**config.mk**
```make
export PLATFORM = sky130hd
export DESIGN_NAME = local_ni_packetizer
export DESIGN_NICKNAME = d
export VERILOG_FILES = /design/src/rtl/local_ni_packetizer.sv
export SDC_FILE = /design/constraint.sdc
export NUM_CORES = 1
export LEC_CHECK = 0
export CAP_MARGIN = 5
export CORE_UTILIZATION = 45
export DETAILED_ROUTE_END_ITERATION = 10
export PLACE_DENSITY = 0.86
export SETUP_SLACK_MARGIN = 0.1
export SLEW_MARGIN = 25
export SYNTH_ARGS = -nofsm -noshare
export SYNTH_HDL_FRONTEND = slang
export SYNTH_SLANG_ARGS = --single-unit
```
**constraint.sdc**
```tcl
create_clock -name clk1 -period 5 [get_ports clk1]
set_input_delay 1 -clock clk1 [delete_from_list [all_inputs] [get_ports clk1]]
set_output_delay 1 -clock clk1 [all_outputs]
set_load 0.01 [all_outputs]
```
**src/rtl/local_ni_packetizer.sv**
```systemverilog
// Network-interface packetizer: turns a core message descriptor plus payload words
// into head/body/tail (or single) flits written into one router local-port VC buffer.
module local_ni_packetizer (
  input  logic         clk1,
  input  logic         reset,
  input  logic         msg_valid,
  output logic         msg_ready,
  input  logic [7:0]   msg_dest,
  input  logic [2:0]   msg_len,
  input  logic [1:0]   msg_vc,
  input  logic         pay_valid,
  output logic         pay_ready,
  input  logic [99:0]  pay_data,
  input  logic [2:0]   em_pl_t1,
  input  logic [2:0]   em_pl_t2,
  input  logic [2:0]   em_pl_t3,
  input  logic [2:0]   em_pl_t4,
  output logic         wr_en_t,
  output logic [127:0] bf_in_t,
  output logic         busy,
  output logic [2:0]   pkt_id
);

  typedef enum logic {
    IDLE = 1'b0,
    SEND = 1'b1
  } state_t;

  state_t      state;
  logic [7:0]  dest_q;
  logic [2:0]  len_q;
  logic [1:0]  vc_q;
  logic [2:0]  idx_q;
  logic        credit_ok;
  logic        last_flit;
  logic [2:0]  flit_type;

  // Credit is taken from the VC latched at acceptance so it cannot change mid-packet.
  always_comb begin
    credit_ok = 1'b0;
    case (vc_q)
      2'd0: credit_ok = (em_pl_t1 != '0);
      2'd1: credit_ok = (em_pl_t2 != '0);
      2'd2: credit_ok = (em_pl_t3 != '0);
      2'd3: credit_ok = (em_pl_t4 != '0);
      default: credit_ok = 1'b0;
    endcase
  end

  assign msg_ready = (state == IDLE);
  assign busy      = (state == SEND);
  // Blocking right after a write leaves one cycle for the router's em_pl update.
  assign pay_ready = (state == SEND) && credit_ok && !wr_en_t;
  assign last_flit = (idx_q == len_q);

  always_comb begin
    flit_type = 3'b000;
    if (len_q == 3'd0)
      flit_type = 3'b010;
    else if (idx_q == 3'd0)
      flit_type = 3'b111;
    else if (last_flit)
      flit_type = 3'b001;
  end

  always_ff @(posedge clk1 or negedge reset) begin
    if (!reset) begin
      state   <= IDLE;
      dest_q  <= '0;
      len_q   <= '0;
      vc_q    <= '0;
      idx_q   <= '0;
      pkt_id  <= '0;
      wr_en_t <= 1'b0;
      bf_in_t <= '0;
    end else begin
      wr_en_t <= 1'b0;
      case (state)
        IDLE: begin
          if (msg_valid) begin
            dest_q <= msg_dest;
            len_q  <= msg_len;
            vc_q   <= msg_vc;
            idx_q  <= '0;
            state  <= SEND;
          end
        end
        SEND: begin
          if (pay_valid && pay_ready) begin
            wr_en_t <= 1'b1;
            bf_in_t <= {flit_type, 1'b0, vc_q, 8'h00, dest_q, pay_data, idx_q, pkt_id};
            idx_q   <= idx_q + 3'd1;
            if (last_flit) begin
              state  <= IDLE;
              pkt_id <= pkt_id + 3'd1;
            end
          end
        end
      endcase
    end
  end

endmodule

```
==> impl_metrics.toml <==
[timing]
fin_tns_setup_ns = 0
setup_viol = 0
finalCritPeriodShare = 0.741
slew_headroom = 0.422
finalHoldViolations = 0
rsz0062_at_grt = "no"
worst_pin_slew_ns = 0.868
timing.final.max_slew_violations = 0
finalClockSkew_ns = 0.00520
setup_slack_ns = 1.30
finalCriticalPeriod_ns = 3.70
clock.fmax_ghz = 0.270

[routing]
first_pass_iters = 4
antenna_left = 0
drc_errors = 0
wl_mm = 14.3
drtIter0Drc = 175
num_vias = 3845
vias_per_cell = 4.84
wl_per_cell_um = 18.0

[cts]
root_buffer = "clkbuf_16"
cts_sinks = 140
cts_tree = "yes"
cts_buffers = 17
clk_pin_slew_ns = 0.06
htreeDepth = 4
hold_buffers = 0
cts_resized = 0
clock_latency_ns = 0.42
clockBufferDepth = 2
postCtsSetupRepairBufs = 0

[die]
dieArea_mm2 = 0.0134
start_util = 0.463
die_w_um = 116
row_count = 41
core-area_mm2 = 0.0126
die_h_um = 116
io_pins = 264

[critical_path]
endpoint_kind = "output port"
cp_data_arrival_time_ns = 2.70
worst-r2r-cell-count = 5
path_class = "in2out"
worstSetupStartpointType = "input pin"
cp_max_fo = 3
crit_required_ns = 4.00

[synthesis]
ys_top_cells_by_count = "dfrtp_1, mux2_4, mux2_2, mux2_1, buf_6"
synthXorXnorAreaFrac = 0.00750
synth_top_family_by_area = "multiplexers"
yosysSeqAreaShare = 0.600
avgSynthCellArea_um2 = 16.7
synthAdderAreaFrac = 0.00643
post_synth_and_or_nand_nor_area_fraction = 0.0347
synthTopCellsByArea = "dfrtp_1, mux2_4, mux2_2"
syn_area_mm2 = 0.00584
synth_edf_count = 0
yosys_register_bits = 140
ys.flop_type = "dfrtp_1"
synth-compound-area-share = 0.0176
synthCells = 350
synthMuxAreaShare = 0.293
synth.top_cell.area_share = 0.600
async_reset_ff_frac = 1.00
ys_warn_count = 0
yosysMostFrequentCell = "dfrtp_1"
ys_types = 36
synth.largest_area_cell = "dfrtp_1"

[power]
p_leak_nw = 4.07
p_total_w = 0.00654
cellPowerDensity_mw_per_mm2 = 716
vdd_drop_max_v = 0.000417

[place]
placed_cells = 762
place_ws_ns = 1.32
io_buffers = 254
hpwl_mm = 10.2
place_congestion = 0.821

[cells_and_area]
layoutNonFillerInstCount = 794
drive_gt1_frac = 0.238
nNetsFinal = 741
diodes = 0
final_util = 0.724
area_growth_syn_to_layout_pct = 56.5

[worst_hold_path]
worstHoldPathType = "reg2reg"
holdPathStages = 1

[grt]
grt_max_degree = 97
grt_first_pass_wirelength_mm = 21.8
grt_pass1_vias = 4139
antenna_found_initial = 0
grtUsageTotal = 0.220
grt.overflow.total = 0

[job]
drv_cap = 0

[outcome]
outcome = "complete, no violations"
## per-stage QoR
stage	cell area, µm²	hold slack [ns]
after floorplan	5870	0.477
after global placement	8460	0.468
after detailed placement	8460	0.480
after CTS	9140	0.493
after global routing	9140	0.511
final	9140	0.487
## sequential cells by signal (all words and copies together), names as in the netlist
| signal | count |
|---|---|
| bf_in_t | 119 |
| len_q | 3 |
| vc_q | 2 |
| wr_en_t | 1 |
| busy | 1 |
| idx_q | 3 |
| dest_q | 8 |
| pkt_id | 3 |
## kinds of logic after synthesis
| group | after synthesis |
|---|---|
| AOI/OAI and AO/OA | 16 |
| xor gates and xnor gates | 5 |
| adders and majority gates | 3 |
| buffers and inverters | 31 |
| DFF | 140 |
| muxes | 128 |
| other | 1 |
| and+or+nand+nor | 26 |
## placed cells by master (no fill, tap or decap), types with 4 or more instances in the layout
| cell | synthesis | routed |
|---|---|---|
| dfrtp_1 | 140 | 140 |
| nand3_1 | 5 | 5 |
| o21ai_0 | 5 | 5 |
| clkbuf_16 | 0 | 17 |
| mux2_4 | 72 | 72 |
| mux2_1 | 23 | 23 |
| conb_1 | 1 | 9 |
| clkdlybuf4s50_1 | 0 | 253 |
| xnor2_1 | 4 | 4 |
| bufinv_16 | 0 | 5 |
| mux2_2 | 33 | 33 |
| clkbuf_8 | 0 | 5 |
| inv_1 | 5 | 5 |
## where the power goes
| part | internal (W) | leakage [nW] | switching (W) | total, W |
|---|---|---|---|---|
| registers | 0.00172 | 1.66 | 0.000356 | 0.00208 |
| clock network | 0.000954 | 0.330 | 0.000467 | 0.00142 |
| logic | 0.00193 | 2.08 | 0.00112 | 0.00305 |
| total | 0.00460 | 4.07 | 0.00194 | 0.00654 |
## critical path, cell delays in order
cell and delay (ns):
clkdlybuf4s50_1 0.42, nor4_1 0.51, nor3_1 0.10, a21oi_1 0.15, nor3_1 0.06, clkdlybuf4s50_1 0.47
## final cells by class
type | instances | area (µm²)
Clock inverter | 9 | 180
Inverter | 5 | 18.8
Fill cell | 817 | 3480
Timing Repair Buffer | 258 | 2590
Multi-Input combinational cell | 187 | 2140
Tap cell | 172 | 215
Clock buffer | 23 | 498
Sequential cell | 140 | 3500
## worst paths after layout
kind                        startpoint          end  slack (ns)
setup / recovery           em_pl_t1[1]    pay_ready        1.30
hold / removal             bf_in_t[83]  bf_in_t[83]        0.49
setup reg to reg               vc_q[1]  bf_in_t[14]        2.50
hold reg to reg            bf_in_t[83]  bf_in_t[83]        0.49
max in group asynchronous        reset   bf_in_t[3]        3.21
min in group asynchronous        reset    dest_q[7]        0.65
## metal layers
metal | share of wire | up-vias | global-route usage
li1 | - | 1745 | -
met1 | 0.37 | 1915 | 0.244
met2 | 0.52 | 163 | 0.373
met3 | 0.087 | 22 | 0.0826
met4 | 0.019 | 0 | 0.103
met5 | 0 | - | 0
Power figures use the tool's default switching activity.
